--- config.mk ---
export PLATFORM = sky130hd
export DESIGN_NAME = dmem_arbiter
export DESIGN_NICKNAME = d
export VERILOG_FILES = /design/src/rtl/dmem_arbiter.sv
export SDC_FILE = /design/constraint.sdc
export NUM_CORES = 1
export LEC_CHECK = 0
export ABC_AREA = 1
export BUFFER_PORTS_ARGS = -buffer_cell sky130_fd_sc_hd__buf_2
export CAP_MARGIN = 20
export CELL_PAD_IN_SITES_DETAIL_PLACEMENT = 0
export CELL_PAD_IN_SITES_GLOBAL_PLACEMENT = 1
export CORE_ASPECT_RATIO = 0.9
export CORE_MARGIN = 3
export CORE_UTILIZATION = 22
export CTS_CLUSTER_DIAMETER = 120
export DETAILED_ROUTE_END_ITERATION = 6
export MAX_ROUTING_LAYER = met4
export PLACE_DENSITY_LB_ADDON = 0.1
export SLEW_MARGIN = 30
export SYNTH_ARGS = -nofsm -noshare
export SYNTH_HDL_FRONTEND = slang
export SYNTH_SLANG_ARGS = --single-unit
--- constraint.sdc ---
create_clock -name clk -period 1.4 [get_ports clk]
set_input_delay 0.21 -clock clk [delete_from_list [all_inputs] [get_ports clk]]
set_output_delay 0.21 -clock clk [all_outputs]
set_load 0.02 [all_outputs]
--- src/rtl/dmem_arbiter.sv ---
// Shares one data-memory port between the CPU and a host loader/dump port.
// The CPU has priority; a starved host forces a one-cycle CPU stall to get a grant.
module dmem_arbiter #(
  parameter int DATA_WIDTH    = 20,
  parameter int ADDRESS_WIDTH = 8,
  parameter int STARVE_LIMIT  = 16
) (
  input  logic                     clk,
  input  logic                     rst,
  input  logic                     cpu_mem_read,
  input  logic                     cpu_mem_write,
  input  logic [ADDRESS_WIDTH-1:0] cpu_addr,
  input  logic [DATA_WIDTH-1:0]    cpu_wdata,
  output logic [DATA_WIDTH-1:0]    cpu_rdata,
  output logic                     cpu_stall,
  input  logic                     host_req,
  input  logic                     host_we,
  input  logic [ADDRESS_WIDTH-1:0] host_addr,
  input  logic [DATA_WIDTH-1:0]    host_wdata,
  output logic                     host_gnt,
  output logic                     host_rvalid,
  output logic [DATA_WIDTH-1:0]    host_rdata,
  output logic                     mem_we,
  output logic [ADDRESS_WIDTH-1:0] mem_addr,
  output logic [DATA_WIDTH-1:0]    mem_wdata,
  input  logic [DATA_WIDTH-1:0]    mem_rdata
);

  typedef enum logic [1:0] {IDLE, WAIT, STALL} state_t;

  localparam logic [4:0] LIMIT = 5'(STARVE_LIMIT);

  state_t                  state_q, state_d;
  logic [4:0]              cnt_q, cnt_d;
  logic                    cpu_stall_q, cpu_stall_d;
  logic                    rvalid_q, rvalid_d;
  logic [DATA_WIDTH-1:0]   rdata_q, rdata_d;
  logic                    gnt;

  always_comb begin
    gnt = !rst && host_req &&
          ((state_q == STALL) || (!cpu_mem_read && !cpu_mem_write));

    if (gnt) begin
      mem_addr  = host_addr;
      mem_wdata = host_wdata;
      mem_we    = host_we;
    end else begin
      mem_addr  = cpu_addr;
      mem_wdata = cpu_wdata;
      // the stalled CPU store is dropped; the CPU re-issues it next cycle
      mem_we    = !rst && cpu_mem_write && (state_q != STALL);
    end

    cnt_d = (host_req && !gnt) ? cnt_q + 5'd1 : 5'd0;

    if ((state_q == STALL) || !host_req || gnt) state_d = IDLE;
    else if (cnt_d == LIMIT)                     state_d = STALL;
    else                                         state_d = WAIT;

    cpu_stall_d = (state_d == STALL);
    rvalid_d    = gnt && !host_we;
    rdata_d     = rvalid_d ? mem_rdata : rdata_q;
  end

  always_ff @(posedge clk) begin
    if (rst) begin
      state_q     <= IDLE;
      cnt_q       <= 5'd0;
      cpu_stall_q <= 1'b0;
      rvalid_q    <= 1'b0;
      rdata_q     <= '0;
    end else begin
      state_q     <= state_d;
      cnt_q       <= cnt_d;
      cpu_stall_q <= cpu_stall_d;
      rvalid_q    <= rvalid_d;
      rdata_q     <= rdata_d;
    end
  end

  assign cpu_rdata   = mem_rdata;
  assign cpu_stall   = cpu_stall_q;
  assign host_gnt    = gnt;
  assign host_rvalid = rvalid_q;
  assign host_rdata  = rdata_q;

endmodule

==> impl_metrics.csv <==
group,metric,value,unit
critical_path,start_kind,"flop",
power,leakagePower,1.505,nW
critical_path,crit_buf_inv,4,
timing,hold_slack,0.1687,ns
synth,synth_ff_type,"dfxtp_1",
synth,yosysWarningCount,0,
floorplan,dieArea,8219,um^2
floorplan,core_area,6761,um^2
finish,drive_above_1_share,53.00,%
finish,antennaDiodeCount,0,
routing,dr.first_iter.drc_count,28,
cts,cts_htree_levels,1,
synth,syn_area_per_cell,6.461,um^2
critical_path,reg2reg_depth,9,
cts,numCtsBuffers,3,
synth,synth_top_area_share,35.56,%
place,gp_congestion,0.7084,
synth,async_flop_share,0,%
global_routing,grt_pass1_vias,1732,
global_routing,grt.total_usage,11.94,%
power,power.switching,0.5584,mW
critical_path,crit_fanout,8,
power,pwr-share-seq,40.2,%
routing,vias_per_cell,4.027,
critical_path,cp.arrival,1.36,ns
critical_path,critPathTopFamily,"buffers and inverters",
timing,rsz0062_at_grt,"true",
critical_path,cpPeakStageDelay,0.31,ns
power,swShare,27.56,%
routing,drtAntennaViolNets,0,
place,port_buffers,153,
critical_path,crit_path_top_delay_cell,"dfxtp_1",
cts,clockRootBuffer,"clkbuf_8",
power,powerDensity,731.0,nW/um^2
finish,area_delta_synth_final,75.79,%
critical_path,path_class,"reg2out",
timing,finalHoldViolCount,0,
job,cap_violations,0,
critical_path,startpoint,"state_q[0]$_SDFF_PP0_",
timing,fmax,0.6389,GHz
synth,synth_commonest_cells,"nand2_1 (131), dfxtp_1 (28), a21oi_1 (21)",
synth,netlist.top_cell.by_area,"dfxtp_1",
routing,drc_errors,0,
timing,fin_crit,1.565,ns
global_routing,grt_antenna_before_repair,0,
worst_hold_path,hp-start,"rst",
critical_path,worstPathRequired,1.19,ns
critical_path,r2r-start,"state_q[0]$_SDFF_PP0_",
synth,yosysSeqAreaShare,35.56,%
cts,clk_latency,0.27,ns
synth,synth_most_common_cell,"nand2_1",
power,peakVddDrop,0.3861,mV
global_routing,grt.overflow.total,0,
floorplan,start_util,23.32,%
synth,ys_ff_latch,28,
timing,maxSlewViolCount,0,
synth,syn-cell-area,1577,um^2
timing,fin_crit_sh,111.8,%
cts,clockBufferDepth,2,
cts,cts_tree,"yes",
power,internal_power,1.468,mW
cts,path_clk_slew,0.10,ns
floorplan,die_w,95.23,um
synth,synthTopCellsByArea,"dfxtp_1 (36%), nand2_1 (31%), buf_4 (9.5%)",
place,hpwlAfterDp,4063,um
routing,wl_per_cell,11.34,um
cts,cts_sinks,28,
synth,synthDistinctLibCells,19,
routing,first_pass_iters,4,
outcome,violations,"setup timing",
place,place_area,2331,um^2
cts,hold_buffers,0,
synth,synth_enable_flop_cells,0,
power,power_frac_comb,28.8,%
global_routing,grt_max_degree,22,
routing,wirelength,5366,um
timing,layout_setup_ws,-0.1652,ns
synth,syn_nets,327,
floorplan,die-height,86.31,um
worst_hold_path,min_path_cells,2,
power,clkPwrFrac,31.1,%
worst_hold_path,hold_class,"in2reg",
timing,slew_headroom,81.06,%
critical_path,crit_chain,"inv_1 -> nand2_2 -> nand2_2 -> nand2_4 -> inv_8 -> buf_12 -> nand2_1 -> nand2_1 -> buf_6",
finish,num-nets-final,467,
floorplan,pin_count,154,
timing,skew,0.004606,ns
finish,final_area,2771,um^2
timing,setup_viol,30,
global_routing,grt_pass1_wl,7652,um
critical_path,path_depth,9,
outcome,outcome,"complete, but fails checks",
routing,num_vias,1905,
floorplan,rows,28,
critical_path,crit_path_end_kind,"output pin",
timing,tightest_slew,0.2832,ns
synth,synth_cells,244,
[final cells by class]
cell class              instances  area, um^2
fillers                       703        3990
clock inverters                 1       30.03
clock buffers                   3       41.29
inverters                       8       37.54
repair buffers                167        1151
well taps                      90       112.6
multi-input cells             176       837.1
flip-flops and latches         28       561.8
[path summary, 6_finish.rpt]
check             slack [ns]                          end
setup / recovery       -0.17                mem_wdata[15]
hold / removal          0.17   host_rdata[2]$_SDFFE_PP0P_
setup reg to reg        0.13  host_rdata[10]$_SDFFE_PP0P_
hold reg to reg         0.46  host_rdata[18]$_SDFFE_PP0P_
[repair_timing]
item / 4_1_cts / 5_1_grt
cloned: 0 / 2
resized for setup: 66 / 29
endpoints found under the hold margin: 0 / 0
pin swaps: 1 / 7
setup buffers: 3 / 1
setup endpoints to repair: 30 / 30
[cell families (layout without fill, tap and decap cells)]
logic type	Yosys count	after routing	share of synthesized area, %
xor gates and xnor gates	1	1	0.5557
and+or+nand+nor	153	153	39.37
buffers and inverters	40	179	17.06
AOI/OAI and AO/OA	21	21	6.667
adders and majority gates	1	1	0.7935
DFF	28	28	35.56
[metal layers]
layer	GRT usage (%)	vias to the layer above	part of all wire, %
li1	-	1008	-
met2	21.93	92	53
met4	2.359	0	0.28
met1	13.33	803	38
met5	-	-	0
met3	2.344	2	9.2
[cell usage in the layout, fill, tap and decap left out]
cell type | Yosys | routed
a21oi_1 | 21 | 19
a21oi_2 | 0 | 2
buf_12 | 0 | 4
buf_2 | 5 | 123
buf_4 | 20 | 7
buf_6 | 5 | 30
buf_8 | 0 | 1
bufinv_16 | 0 | 1
clkbuf_16 | 0 | 2
clkbuf_8 | 0 | 3
dfxtp_1 | 28 | 27
dfxtp_2 | 0 | 1
ha_1 | 1 | 1
inv_1 | 7 | 7
inv_8 | 0 | 1
nand2_1 | 131 | 106
nand2_2 | 0 | 21
nand2_4 | 1 | 5
nand3_1 | 5 | 5
nand3b_1 | 1 | 1
nand4_1 | 1 | 1
nor2_1 | 10 | 10
nor2_4 | 1 | 1
nor2_8 | 1 | 1
nor3_1 | 2 | 2
xor2_1 | 1 | 1
[sequential cells by signal, indices dropped and copies added, names as in the netlist]
signal and flops:
cnt_q 5, host_rdata 20, host_rvalid 1, state_q 2
[per-stage QoR]
stage | total power, mW | instances | setup TNS, ns | utilization [%] | setup WS, ns
after floorplan | 1.112 | 244 | 0 | - | 0.02256
after global placement | 1.311 | 463 | 0 | 34.47 | 0.04094
after detailed placement | 1.306 | 463 | 0 | 34.47 | 0.04077
after CTS | 2.037 | 470 | -4.428 | 38.88 | -0.1762
after global routing | 2.141 | 473 | -6.930 | 40.99 | -0.2511
final | 2.026 | 473 | -4.014 | 40.99 | -0.1652
[power groups by stage]
stage	registers (mW)	clock network [mW]	logic [mW]
final	0.814	0.629	0.583
after CTS	0.814	0.664	0.559
after detailed placement	0.832	0	0.474
after global placement	0.832	0	0.479
after global routing	0.816	0.698	0.627
after floorplan	0.842	0	0.270
Note: power is estimated with default switching activity, not from simulation.
